<file path="config.mk">
export PLATFORM = sky130hd
export DESIGN_NAME = click_cmd_sequencer
export DESIGN_NICKNAME = d
export VERILOG_FILES = /design/src/rtl/click_cmd_pkg.sv /design/src/rtl/click_classifier.sv /design/src/rtl/click_cmd_sequencer.sv
export SDC_FILE = /design/constraint.sdc
export NUM_CORES = 1
export LEC_CHECK = 0
export BUFFER_PORTS_ARGS = -buffer_cell sky130_fd_sc_hd__buf_2
export CAP_MARGIN = 15
export CELL_PAD_IN_SITES_DETAIL_PLACEMENT = 0
export CELL_PAD_IN_SITES_GLOBAL_PLACEMENT = 1
export CORE_ASPECT_RATIO = 0.75
export CORE_MARGIN = 2
export CORE_UTILIZATION = 43
export CTS_BUF_LIST = sky130_fd_sc_hd__clkbuf_4 sky130_fd_sc_hd__clkbuf_8 sky130_fd_sc_hd__clkbuf_16
export CTS_CLUSTER_DIAMETER = 50
export DETAILED_ROUTE_END_ITERATION = 8
export HOLD_SLACK_MARGIN = 0.15
export MAX_ROUTING_LAYER = met4
export PLACE_DENSITY = 0.82
export REMOVE_ABC_BUFFERS = 1
export SLEW_MARGIN = 10
export SYNTH_ARGS = -nofsm -noshare
export SYNTH_HDL_FRONTEND = slang
export SYNTH_SLANG_ARGS = --single-unit
</file>
<file path="constraint.sdc">
create_clock -name clk -period 3.9 [get_ports clk]
set_input_delay 0.195 -clock clk [delete_from_list [all_inputs] [get_ports clk]]
set_output_delay 0.195 -clock clk [all_outputs]
set_load 0.01 [all_outputs]
</file>
<file path="src/rtl/click_cmd_pkg.sv">
// Shared types for the click-to-SDRAM-command test sequencer.
package click_cmd_pkg;

  localparam logic [15:0] DEFAULT_SEED = 16'hA5C3;

  typedef enum logic {
    K_IDLE,
    K_WAIT
  } cls_state_e;

  typedef enum logic [1:0] {
    C_IDLE,
    C_WR,
    C_RD,
    C_RD_WAIT
  } cmd_state_e;

  typedef enum logic [1:0] {
    EV_NONE,
    EV_SINGLE,
    EV_DOUBLE
  } ev_e;

  // Click count at window close -> event kind.
  function automatic ev_e click_event(input logic [1:0] clicks);
    if (clicks >= 2'd2) return EV_DOUBLE;
    if (clicks == 2'd1) return EV_SINGLE;
    return EV_NONE;
  endfunction

endpackage

</file>
<file path="src/rtl/click_classifier.sv">
// Button front end: 2-FF synchroniser, debounce and click-window classifier.
// Emits one-cycle single/double click events at the close of each window.
module click_classifier
  import click_cmd_pkg::*;
#(
  parameter int unsigned DEBOUNCE_CYC = 65536,
  parameter int unsigned WINDOW_CYC   = 1048576
) (
  input  logic clk,
  input  logic rst_n,
  input  logic i_button,
  output logic o_ev_single,
  output logic o_ev_double
);

  localparam int unsigned DB_W  = $clog2(DEBOUNCE_CYC);
  localparam int unsigned WIN_W = $clog2(WINDOW_CYC);

  logic             r_sync1;
  logic             r_sync2;
  logic             r_deb;
  logic             r_press;
  logic [DB_W-1:0]  r_db_cnt;
  cls_state_e       r_state;
  logic [WIN_W-1:0] r_win_cnt;
  logic [1:0]       r_clicks;
  logic [1:0]       w_clicks_nxt;
  ev_e              w_ev_close;

  // A press in the closing cycle still counts toward the event.
  assign w_clicks_nxt = (r_press && (r_clicks != 2'd2)) ? r_clicks + 2'd1 : r_clicks;
  assign w_ev_close   = click_event(w_clicks_nxt);

  // Synchronise and debounce; press pulses on the debounced rising edge.
  always_ff @(posedge clk) begin
    if (!rst_n) begin
      r_sync1  <= 1'b0;
      r_sync2  <= 1'b0;
      r_deb    <= 1'b0;
      r_press  <= 1'b0;
      r_db_cnt <= '0;
    end else begin
      r_sync1 <= i_button;
      r_sync2 <= r_sync1;
      r_press <= 1'b0;
      if (r_sync2 != r_deb) begin
        if (r_db_cnt == DB_W'(DEBOUNCE_CYC - 1)) begin
          r_deb    <= r_sync2;
          r_db_cnt <= '0;
          r_press  <= r_sync2;
        end else begin
          r_db_cnt <= r_db_cnt + DB_W'(1);
        end
      end else begin
        r_db_cnt <= '0;
      end
    end
  end

  // Window counter opened by the first press.
  always_ff @(posedge clk) begin
    if (!rst_n) begin
      r_state     <= K_IDLE;
      r_win_cnt   <= '0;
      r_clicks    <= 2'd0;
      o_ev_single <= 1'b0;
      o_ev_double <= 1'b0;
    end else begin
      o_ev_single <= 1'b0;
      o_ev_double <= 1'b0;
      case (r_state)
        K_IDLE: begin
          if (r_press) begin
            r_state   <= K_WAIT;
            r_win_cnt <= '0;
            r_clicks  <= 2'd1;
          end
        end
        K_WAIT: begin
          r_clicks <= w_clicks_nxt;
          if (r_win_cnt == WIN_W'(WINDOW_CYC - 1)) begin
            o_ev_single <= (w_ev_close == EV_SINGLE);
            o_ev_double <= (w_ev_close == EV_DOUBLE);
            r_state     <= K_IDLE;
          end else begin
            r_win_cnt <= r_win_cnt + WIN_W'(1);
          end
        end
        default: r_state <= K_IDLE;
      endcase
    end
  end

endmodule

</file>
<file path="src/rtl/click_cmd_sequencer.sv">
// Button clicks -> SDRAM host commands: single = pattern write, double = read-back.
// Optional CLICK_CMD_COMPARE_EN adds match/mismatch read-back compare outputs.
module click_cmd_sequencer
  import click_cmd_pkg::*;
#(
  parameter int unsigned       ADDR_W       = 24,
  parameter int unsigned       DATA_W       = 16,
  parameter int unsigned       DEBOUNCE_CYC = 65536,
  parameter int unsigned       WINDOW_CYC   = 1048576,
  parameter int unsigned       RD_TIMEOUT   = 1024,
  parameter logic [DATA_W-1:0] PATTERN_SEED = DATA_W'(DEFAULT_SEED)
) (
  input  logic              clk,
  input  logic              rst_n,
  input  logic              button,
  output logic              cmd_valid,
  output logic              cmd_we,
  output logic [ADDR_W-1:0] cmd_addr,
  output logic [DATA_W-1:0] cmd_wdata,
  input  logic              cmd_ready,
  input  logic              rd_valid,
  input  logic [DATA_W-1:0] rd_data,
  output logic [DATA_W-1:0] last_data,
  output logic              busy,
  output logic              err,
  output logic              dropped
`ifdef CLICK_CMD_COMPARE_EN
  ,
  output logic              match,
  output logic              mismatch
`endif
);

  localparam int unsigned TO_W = $clog2(RD_TIMEOUT);

  logic              w_ev_single;
  logic              w_ev_double;
  ev_e               w_ev;
  cmd_state_e        r_state;
  logic [ADDR_W-1:0] r_wr_ptr;
  logic [TO_W-1:0]   r_to_cnt;
  logic              r_cmd_valid;
  logic              r_cmd_we;
  logic [ADDR_W-1:0] r_cmd_addr;
  logic [DATA_W-1:0] r_cmd_wdata;
  logic [DATA_W-1:0] r_last_data;
  logic              r_busy;
  logic              r_err;
  logic              r_dropped;
`ifdef CLICK_CMD_COMPARE_EN
  logic              r_match;
  logic              r_mismatch;
`endif

  click_classifier #(
    .DEBOUNCE_CYC(DEBOUNCE_CYC),
    .WINDOW_CYC  (WINDOW_CYC)
  ) u_classifier (
    .clk        (clk),
    .rst_n      (rst_n),
    .i_button   (button),
    .o_ev_single(w_ev_single),
    .o_ev_double(w_ev_double)
  );

  assign w_ev = w_ev_double ? EV_DOUBLE : (w_ev_single ? EV_SINGLE : EV_NONE);

  // Command FSM; the read address stays in r_cmd_addr for the compare.
  always_ff @(posedge clk) begin
    if (!rst_n) begin
      r_state     <= C_IDLE;
      r_wr_ptr    <= '0;
      r_to_cnt    <= '0;
      r_cmd_valid <= 1'b0;
      r_cmd_we    <= 1'b0;
      r_cmd_addr  <= '0;
      r_cmd_wdata <= '0;
      r_last_data <= '0;
      r_busy      <= 1'b0;
      r_err       <= 1'b0;
      r_dropped   <= 1'b0;
`ifdef CLICK_CMD_COMPARE_EN
      r_match     <= 1'b0;
      r_mismatch  <= 1'b0;
`endif
    end else begin
      if ((r_state != C_IDLE) && (w_ev != EV_NONE)) r_dropped <= 1'b1;
      case (r_state)
        C_IDLE: begin
          if (w_ev == EV_SINGLE) begin
            r_state     <= C_WR;
            r_cmd_valid <= 1'b1;
            r_cmd_we    <= 1'b1;
            r_cmd_addr  <= r_wr_ptr;
            r_cmd_wdata <= DATA_W'(r_wr_ptr) ^ PATTERN_SEED;
            r_busy      <= 1'b1;
          end else if (w_ev == EV_DOUBLE) begin
            r_state     <= C_RD;
            r_cmd_valid <= 1'b1;
            r_cmd_we    <= 1'b0;
            r_cmd_addr  <= r_wr_ptr - ADDR_W'(1);
            r_busy      <= 1'b1;
`ifdef CLICK_CMD_COMPARE_EN
            r_match     <= 1'b0;
            r_mismatch  <= 1'b0;
`endif
          end
        end
        C_WR: begin
          if (cmd_ready) begin
            r_wr_ptr    <= r_wr_ptr + ADDR_W'(1);
            r_cmd_valid <= 1'b0;
            r_state     <= C_IDLE;
            r_busy      <= 1'b0;
          end
        end
        C_RD: begin
          if (cmd_ready) begin
            r_cmd_valid <= 1'b0;
            r_to_cnt    <= '0;
            r_state     <= C_RD_WAIT;
          end
        end
        C_RD_WAIT: begin
          if (rd_valid) begin
            r_last_data <= rd_data;
            r_state     <= C_IDLE;
            r_busy      <= 1'b0;
`ifdef CLICK_CMD_COMPARE_EN
            r_match     <= (rd_data == (DATA_W'(r_cmd_addr) ^ PATTERN_SEED));
            r_mismatch  <= (rd_data != (DATA_W'(r_cmd_addr) ^ PATTERN_SEED));
`endif
          end else if (r_to_cnt == TO_W'(RD_TIMEOUT - 1)) begin
            r_err   <= 1'b1;
            r_state <= C_IDLE;
            r_busy  <= 1'b0;
          end else begin
            r_to_cnt <= r_to_cnt + TO_W'(1);
          end
        end
        default: begin
          r_state <= C_IDLE;
          r_busy  <= 1'b0;
        end
      endcase
    end
  end

  assign cmd_valid = r_cmd_valid;
  assign cmd_we    = r_cmd_we;
  assign cmd_addr  = r_cmd_addr;
  assign cmd_wdata = r_cmd_wdata;
  assign last_data = r_last_data;
  assign busy      = r_busy;
  assign err       = r_err;
  assign dropped   = r_dropped;
`ifdef CLICK_CMD_COMPARE_EN
  assign match     = r_match;
  assign mismatch  = r_mismatch;
`endif

endmodule

</file>
==> run_results.csv, run 1 <==
group,metric,value,unit
cts,clock_sinks,142,
floorplanning,core,15100,um2
floorplanning,start_util,43.6,%
timing,worst_pin_slew,957,ps
worst_hold_path,hold_path.class,"input port to flip-flop",
synth,synth_edf_count,0,
synth,async_flop_share,0,%
floorplanning,fp-row-count,39,
detailed_routing,highest_layer,"met4",
synth,synth_area,6580,um2
floorplanning,dieArea,16300,um2
floorplanning,fp.dieW,147,um
detailed_routing,avgRoutedWirePerCell,15.2,um
placed_design,detailedPlace.worstSlack,1540,ps
synth,yosysTopAreaCell,"dfxtp_1",
detailed_routing,detail-route-antenna-nets,0,
outcome,status,"finished, final reports clean",
timing,slew_violations,0,
floorplanning,io_pins,82,
final_layout,fin_cells,1098,
critical_path,required,4250,ps
cts,clk_latency,420,ps
timing,setup_ws,1500,ps
pwr,peakVddDrop,0.308,mV
grt,antenna_found_initial,0,
cts,cts_buffers,17,
job,maxCapViolations,0,
final_layout,n_antenna_cell,0,
synth,synth-seq-cells,142,
detailed_routing,vias,6146,
detailed_routing,firstDrtPassIters,5,
grt,grt_pass1_wl,28500,um
synth,synth_area_leaders,"dfxtp_1, nand2_1, a21oi_1, o21ai_0, o31ai_1",
timing,slew_headroom,35.7,%
synth,synth.top_cell.area_share,43.2,%
critical_path,end_kind,"flip-flop",
placed_design,dp.cells,1047,
grt,grt_use_total,21.9,%
cts,htree_levels,4,
critical_path,path_max_fanout,16,
final_layout,nets,912,
synth,yosysSeqAreaShare,43.2,%
timing,fmax,416,MHz
synth,synth.avg_cell_area,8.13,um2
placed_design,hpwl,11100,um
timing,finalHoldViolCount,0,
detailed_routing,wl_met3,778,um
cts,cts_resized,0,
detailed_routing,dr_wl_met2,7670,um
timing,final.setup.tns,0,ps
cts,cts_tree,"yes",
cts,clk_pin_slew_worst_paths,60,ps
timing,setup_viol,0,
pwr,power_density,459,nW/um2
grt,grt_max_degree,38,
critical_path,startpoint_type,"flip-flop",
timing,finalCriticalPeriod,2400,ps
critical_path,crit_type,"flip-flop to flip-flop",
timing,period_share,61.6,%
grt,overflow,0,
final_layout,drive_gt1_share,15.3,%
cts,clockBufferDepth,2,
placed_design,io_buffers,81,
timing,holdWs,203,ps
timing,rsz0062_at_grt,"no",
cts,cts_root_buf,"clkbuf_16",
placed_design,globalplace.congestion,0.831,
synth,synth_flop_cell,"dfxtp_1",
grt,grt_pass1_vias,5908,
detailed_routing,wirelength,16600,um
detailed_routing,met1_length,8050,um
final_layout,syn2layout_area_growth,20.8,%
detailed_routing,vias_per_cell,5.60,
cts,post_cts_buffers,0,
synth,yosys_warnings,0,
timing,fin_skew,7.73,ps
critical_path,worstPathArrival,2750,ps
cts,holdBufCountCts,19,
floorplanning,die-height,111,um
pwr,cellLeakagePower,3.08,nW
detailed_routing,drt_iter0_drc,406,
synth,syn-instance-count,809,
detailed_routing,drc_errors,0,
synth,synth_cell_types,53,
==> cell usage in the layout, fill, tap and decap left out, types with 6 or more instances in the layout <==
cell / instances
nor3_1: 11
or2_2: 6
or3_1: 21
a21oi_1: 78
or4_1: 29
a31oi_1: 18
xnor2_1: 14
nand4_1: 23
xor2_1: 16
o21ai_0: 51
ha_1: 11
clkbuf_16: 17
nor4_1: 6
nand3_1: 28
buf_2: 81
o31ai_1: 29
buf_4: 6
and3_1: 7
inv_1: 21
nand2_1: 120
dlygate4sd3_1: 19
dfxtp_1: 142
nor2_1: 44
and2_1: 13
a211oi_1: 7
and4_1: 9
==> critical path: stages, from the launching register on <==
cell and delay (ps):
dfxtp_1 340, inv_1 110, ha_1 290, and4_1 300, nand4_1 440, or4_2 700, a21oi_1 150
==> registers in the layout, summed over array words and instances, names as in the netlist, 2 cells and up <==
| signal | cells |
|---|---|
| cmd_addr | 24 |
| cmd_wdata | 16 |
| last_data | 16 |
| r_state | 2 |
| r_to_cnt | 10 |
| r_wr_ptr | 24 |
| u_classifier.r_clicks | 2 |
| u_classifier.r_db_cnt | 16 |
| u_classifier.r_win_cnt | 20 |
==> kinds of logic (layout without fill, tap and decap cells) <==
| kind of cell | count (synthesis) | count (layout) | share of synthesized area [%] |
|---|---|---|---|
| muxes | 4 | 4 | 0.609 |
| AOI/OAI and AO/OA | 208 | 208 | 19.1 |
| xor gates and xnor gates | 30 | 30 | 3.99 |
| DFF | 142 | 142 | 43.2 |
| buffers and inverters | 76 | 160 | 4.41 |
| and+or+nand+nor | 338 | 338 | 26.6 |
| adders and majority gates | 11 | 11 | 2.09 |
==> power by group <==
group	switching (mW)	internal [mW]	leakage, nW
clock network	0.619	1.23	0.337
registers	0.0169	1.47	1.14
logic	0.192	0.124	1.60
==> synthesized netlist by cell type (6+ instances only) <==
library cell and number:
a31oi_1 18, xnor2_1 14, nand4_1 23, inv_1 22
or3_1 21, and4_1 9, ha_1 11, or2_2 6
nor4_1 6, nand3_1 28, or4_1 29, nand2_1 120
clkbuf_1 48, nor3_1 11, a21oi_1 78, o21ai_0 51
and3_1 7, nor2_1 44, xor2_1 16, dfxtp_1 142
a211oi_1 7, o31ai_1 29, and2_1 13
==> layout make-up <==
type,count,area [um2]
inverters,22,82.6
clock inverters,9,178
well taps,205,256
clock buffers,23,502
multi-input cells,591,3450
fillers,1386,7130
repair buffers,106,641
flip-flops and latches,142,2840
==> routing by layer <==
metal / track usage [%] / up-vias
li1: - / 3085
met4: 6.02 / 0
met5: - / -
met1: 28.2 / 2906
met2: 34.1 / 142
met3: 5.80 / 13
==> path summary, 6_finish.rpt <==
check | startpoint | to | slack [ps] | cells after the start
setup / recovery | r_state[1]$_SDFFE_PN0P_ | r_wr_ptr[17]$_SDFFE_PN0P_ | 1500 | 6
hold reg to reg | last_data[10]$_SDFFE_PN0P_ | last_data[10]$_SDFFE_PN0P_ | 460 | 2
hold / removal | rst_n | cmd_addr[11]$_SDFFE_PN0P_ | 200 | 3
setup reg to reg | r_state[1]$_SDFFE_PN0P_ | r_wr_ptr[17]$_SDFFE_PN0P_ | 1500 | 6
==> stage by stage <==
step	area [um2]	utilization [%]	total power, mW
floorplan	6370	-	1.72
global placement	7080	47.0	1.81
detailed placement	7080	47.0	1.82
CTS	7950	52.7	3.69
global route	7950	52.7	3.79
finish	7950	52.7	3.65
Power figures use the tool's default switching activity.
==> run 2: changes to the inputs <==
- ABC_AREA: default -> 1
- CORE_UTILIZATION: 43 -> 38
- PLACE_DENSITY: 0.82 -> 0.79
- clock period: 3.9 -> 2 ns (I/O delays scaled with it)
==> run_results.csv, run 2 <==
group,metric,value,unit
outcome,status,"finished, final reports clean",
timing,finalCriticalPeriod,1810,ps
final_layout,syn2layout_area_growth,21.0,%
floorplanning,io_pins,82,
floorplanning,fp-row-count,43,
critical_path,crit_buf_inv,1,
final_layout,layout_commonest_cell,"nand2_1",
pwr,total_power,7.01,mW
synth,synth.avg_cell_area,6.93,um2
synth,synth.top_cell.area_share,39.9,%
timing,final.setup.tns,0,ps
detailed_routing,firstDrtPassIters,8,
grt,grt_max_degree,46,
floorplanning,start_util,38.7,%
final_layout,fillers,1897,
synth,syn-instance-count,1027,
cts,clockBufferDepth,2,
cts,cts_root_buf,"clkbuf_16",
cts,post_cts_buffers,0,
cts,cts_tree,"yes",
placed_design,detailedPlace.worstSlack,183,ps
synth,synth.most_common_cell,"nand2_1",
final_layout,n_antenna_cell,0,
placed_design,io_buffers,81,
critical_path,r2r_start,"r_state[1]$_SDFFE_PN0P_",
critical_path,startpoint,"r_state[1]$_SDFFE_PN0P_",
detailed_routing,drt_iter0_drc,535,
critical_path,startpoint_type,"flip-flop",
final_layout,mostFrequentLayoutCells,"nand2_1, nor2_1, dfxtp_1, inv_1, buf_2",
timing,fmax,552,MHz
final_layout,drive_gt1_share,16.1,%
synth,synth_area,7120,um2
synth,synthTopCellsByCount,"nand2_1, nor2_1, dfxtp_1, inv_1, nand3_1",
synth,yosysTopAreaCell,"dfxtp_1",
pwr,power_density,814,nW/um2
grt,grt_use_total,19.6,%
timing,holdWs,423,ps
detailed_routing,drc_errors,0,
job,maxCapViolations,0,
worst_hold_path,hold_path.startpoint,"u_classifier.r_sync1$_SDFF_PN0_",
placed_design,hpwl,12900,um
cts,htree_levels,4,
detailed_routing,detail-route-antenna-nets,0,
synth,synth_edf_count,0,
grt,grt_pass1_wl,30200,um
critical_path,required,2360,ps
timing,period_share,90.6,%
grt,antenna_found_initial,0,
detailed_routing,vias,6627,
detailed_routing,avgRoutedWirePerCell,13.1,um
critical_path,end_kind,"flip-flop",
grt,grt_pass1_vias,5977,
timing,slew_headroom,68.0,%
cts,clk_latency,430,ps
cts,clk_pin_slew_worst_paths,60,ps
detailed_routing,wirelength,18300,um
pwr,cellLeakagePower,3.68,nW
final_layout,nets,1167,
critical_path,path_max_fanout,13,
grt,overflow,0,
synth,async_flop_share,0,%
timing,finalHoldViolCount,0,
floorplanning,die-height,123,um
synth,synth_flop_cell,"dfxtp_1",
timing,setup_ws,188,ps
critical_path,critPathTopFamily,"simple AND/OR/NAND/NOR gates",
floorplanning,core,18400,um2
detailed_routing,vias_per_cell,4.75,
synth,yosys_warnings,0,
critical_path,slowest_delay,320,ps
synth,yosysSeqAreaShare,39.9,%
critical_path,crit_type,"flip-flop to flip-flop",
synth,synth_area_leaders,"dfxtp_1, nand2_1, nor2_1, inv_1, nand3_1",
timing,fin_skew,12.8,ps
critical_path,slowest_stage,"dfxtp_1",
cts,clock_sinks,142,
timing,rsz0062_at_grt,"no",
critical_path,reg2reg_slack,190,ps
critical_path,worstPathArrival,2170,ps
critical_path,path_cells,"inv_1, ha_2, nand2_2, nor2_4, nand2_2, nor2_4, nand2_4, nor2_8, nand3_1, nand2_1, nand2_1, nor2_1",
worst_hold_path,hold_path.class,"flip-flop to flip-flop",
floorplanning,dieArea,19900,um2
timing,slew_violations,0,
pwr,peakVddDrop,0.429,mV
timing,worst_pin_slew,476,ps
cts,cts_buffers,17,
placed_design,globalplace.congestion,0.872,
timing,setup_viol,0,
floorplanning,fp.dieW,162,um
synth,synth-seq-cells,142,
synth,synth_cell_types,48,
[run 2: cell types whose count changed after synthesis, moves of 12 or more]
cell / change
nor2_1: +137
inv_1: +87
nand2_1: +81
nand3_1: +52
or4_1: -29
o31ai_1: -28
clkbuf_1: -27
or3_1: -21
nor3_1: +16
a21oi_1: -15
a31oi_1: -15
nand2_2: +14
and2_1: -13
xnor2_1: -12
[run 2: metrics by stage]
stage | instances | util [%] | instance area [um2]
after floorplan | 995 | - | 6960
after global placement | 1342 | 42.6 | 7850
after detailed placement | 1342 | 42.6 | 7850
after CTS | 1395 | 46.8 | 8610
after global routing | 1395 | 46.8 | 8610
final | 1395 | 46.8 | 8610
[run 2: timing repair]
action,4_1_cts,5_1_grt
endpoints found under the setup margin,0,4
endpoints found under the hold margin,32,0
gates resized for setup,0,1
hold buffers,21,0
[run 2: cells by family (layout without fill, tap and decap cells)]
group / after synthesis / in the layout / synth area share, %
buf+inv: 148 / 269 / 8.32
fa+ha+maj: 11 / 11 / 1.93
xor+xnor: 28 / 28 / 3.45
simple gates: 549 / 549 / 34.7
compound gates: 149 / 149 / 11.7
flops: 142 / 142 / 39.9
[run 2: report_power, final]
group	internal [mW]	switching [mW]
registers	2.90	0.0449
clock network	1.72	1.29
logic	0.371	0.696
total	4.98	2.03
[run 2: path summary, 6_finish.rpt]
kind                                           to  depth (start not counted)
setup / recovery        r_wr_ptr[23]$_SDFFE_PN0P_                         12
hold reg to reg   u_classifier.r_sync2$_SDFF_PN0_                          2
setup reg to reg        r_wr_ptr[23]$_SDFFE_PN0P_                         12
hold / removal    u_classifier.r_sync2$_SDFF_PN0_                          2
[run 2: per-layer routing]
layer,wire [um],up-vias,global-route usage [%]
met4,219,0,5.48
met1,10200,2938,29.5
met3,847,15,3.85
met2,7000,149,26.2
li1,-,3525,-
met5,0,-,-
[run 2: worst min-delay path, delay by kind of cell, from the launching register on]
family	cells	cell delay (ps)
simple gates	1	50
flops	1	310
buf+inv	1	40
[run 2: final cells by class]
| type | instances | area [um2] | area share [%] |
|---|---|---|---|
| clock inverters | 14 | 123 | 1.42 |
| multi-input cells | 737 | 3680 | 42.8 |
| well taps | 247 | 309 | 3.59 |
| inverters | 116 | 438 | 5.08 |
| flip-flops and latches | 142 | 2840 | 33.0 |
| clock buffers | 18 | 433 | 5.03 |
| repair buffers | 121 | 783 | 9.09 |
==> run 3: changes to the inputs <==
- CORE_UTILIZATION: 38 -> 43
- HOLD_SLACK_MARGIN: 0.15 -> default
- PLACE_DENSITY: 0.79 -> 0.84
- clock period: 2 -> 2.1 ns (I/O delays scaled with it)
==> run_results.csv, run 3 (synthesized netlist as in run 2, its figures left out) <==
group,metric,value,unit
final_layout,layout.area.seq,2840,um2
critical_path,required,2430,ps
final_layout,final_cell_area,8550,um2
floorplanning,io_pins,82,
grt,grt_pass1_vias,5942,
final_layout,mostFrequentLayoutCells,"nand2_1, nor2_1, dfxtp_1, inv_1, buf_2",
detailed_routing,vias_per_cell,4.83,
final_layout,layout_commonest_cell,"nand2_1",
critical_path,r2r_end,"u_classifier.r_win_cnt[13]$_SDFFE_PN0P_",
detailed_routing,firstDrtPassIters,5,
critical_path,path_max_fanout,17,
placed_design,placed_area,7740,um2
timing,final.setup.tns,0,ps
critical_path,critPathTopFamily,"simple AND/OR/NAND/NOR gates",
final_layout,multi_input_area,3680,um2
cts,htree_levels,4,
detailed_routing,detail-route-antenna-nets,0,
final_layout,drive_gt1_share,15.8,%
timing,period_share,85.4,%
grt,antenna_found_initial,0,
pwr,total_power,6.93,mW
cts,cts_buffers,17,
grt,overflow,0,
timing,finalHoldViolCount,0,
detailed_routing,wl_met3,936,um
critical_path,rr_worst_depth,12,
critical_path,slowest_stage,"dfxtp_1",
final_layout,utilization,53.1,%
worst_hold_path,hold_path.startpoint,"cmd_ready",
detailed_routing,highest_layer,"met4",
cts,cts_root_buf,"clkbuf_16",
job,maxCapViolations,0,
cts,clk_pin_slew_worst_paths,60,ps
timing,fmax,558,MHz
critical_path,startpoint_type,"flip-flop",
timing,fin_skew,8.53,ps
critical_path,path_cells,"ha_1, inv_1, nor2_4, nand2_2, nor2_4, nand3_4, nand2_8, inv_4, nand2_1, nand2_1, inv_1, nor2_1",
cts,clock_sinks,142,
detailed_routing,drt_iter0_drc,424,
critical_path,end_kind,"flip-flop",
cts,clk_latency,430,ps
timing,slew_violations,0,
detailed_routing,vias,6518,
cts,cts_tree,"yes",
grt,grt_max_degree,49,
placed_design,io_buffers,81,
floorplanning,start_util,44.2,%
final_layout,nets,1159,
floorplanning,dieArea,17600,um2
detailed_routing,wirelength,17500,um
critical_path,slowest_delay,380,ps
final_layout,n_antenna_cell,0,
pwr,power_density,810,nW/um2
critical_path,crit_type,"flip-flop to flip-flop",
timing,setup_viol,0,
timing,rsz0062_at_grt,"no",
floorplanning,fp.dieW,153,um
detailed_routing,dr_wl_met2,6650,um
critical_path,crit_buf_inv,3,
detailed_routing,avgRoutedWirePerCell,13.0,um
worst_hold_path,holdPathStages,3,
floorplanning,core,16100,um2
placed_design,globalplace.congestion,0.836,
worst_hold_path,min_to,"cmd_valid$_SDFFE_PN0P_",
detailed_routing,drc_errors,0,
pwr,peakVddDrop,0.456,mV
floorplanning,fp-row-count,40,
timing,finalCriticalPeriod,1790,ps
outcome,status,"finished, final reports clean",
detailed_routing,met1_length,9760,um
pwr,cellLeakagePower,3.70,nW
final_layout,syn2layout_area_growth,20.2,%
grt,grt_use_total,21.5,%
cts,clockBufferDepth,2,
floorplanning,die-height,115,um
critical_path,worstPathArrival,2120,ps
worst_hold_path,hold_path.class,"input port to flip-flop",
placed_design,hpwl,12400,um
timing,worst_pin_slew,501,ps
critical_path,r2r_start,"u_classifier.r_win_cnt[0]$_SDFFE_PN0P_",
critical_path,reg2reg_slack,310,ps
timing,slew_headroom,66.6,%
final_layout,fillers,1623,
grt,grt_pass1_wl,29900,um
cts,post_cts_buffers,0,
## run 3: per-layer routing
layer / up-vias / track usage, %
met2: 149 / 28.7
met5: - / -
met3: 14 / 4.71
li1: 3511 / -
met4: 0 / 5.74
met1: 2844 / 32.4
## run 3: power breakdown
group	internal [mW]	leakage [nW]	switching [mW]	total, mW
registers	2.76	1.14	0.0542	2.81
logic	0.317	2.25	0.645	0.963
clock network	1.99	0.311	1.16	3.15
total	5.06	3.70	1.86	6.93
## run 3: worst max-delay path by stage
stage | startpoint | to | cells past startpoint
after floorplan | r_state[0]$_SDFFE_PN0P_ | cmd_addr[1]$_SDFFE_PN0P_ | 5
after global placement | u_classifier.r_win_cnt[0]$_SDFFE_PN0P_ | u_classifier.r_win_cnt[13]$_SDFFE_PN0P_ | 12
after detailed placement | r_state[1]$_SDFFE_PN0P_ | r_wr_ptr[23]$_SDFFE_PN0P_ | 12
after CTS | r_state[1]$_SDFFE_PN0P_ | r_wr_ptr[20]$_SDFFE_PN0P_ | 9
after global routing | r_state[1]$_SDFFE_PN0P_ | r_wr_ptr[23]$_SDFFE_PN0P_ | 12
final | u_classifier.r_win_cnt[0]$_SDFFE_PN0P_ | u_classifier.r_win_cnt[13]$_SDFFE_PN0P_ | 12
## run 3: area by class of cell
cell class | instances | share of cell area (%)
clock buffers | 22 | 5.63
clock inverters | 10 | 1.59
inverters | 116 | 5.12
multi-input cells | 737 | 43.1
flip-flops and latches | 142 | 33.2
well taps | 210 | 3.07
repair buffers | 113 | 8.25
## run 3: worst register-to-register path: cells and delay by family (launching register included)
kind	cells	cell delay (ps)
adder cells (fa/ha/maj)	1	210
flip-flops	1	380
AND/OR/NAND/NOR	8	850
buffers and inverters	3	250
## run 3: per-stage QoR
| stage | hold slack, ps | cells | worst slack, ps |
|---|---|---|---|
| after floorplan | 198 | 995 | -139 |
| after global placement | 294 | 1299 | 344 |
| after detailed placement | 291 | 1299 | 274 |
| after CTS | 16.8 | 1350 | 249 |
| after global routing | 71.4 | 1350 | 67.4 |
| final | 35.7 | 1350 | 307 |
## run 3: what timing repair did
action	CTS	global route
hold endpoints to repair	18	0
endpoints found under the setup margin	0	2
gates resized for setup	0	2
hold buffers	19	0
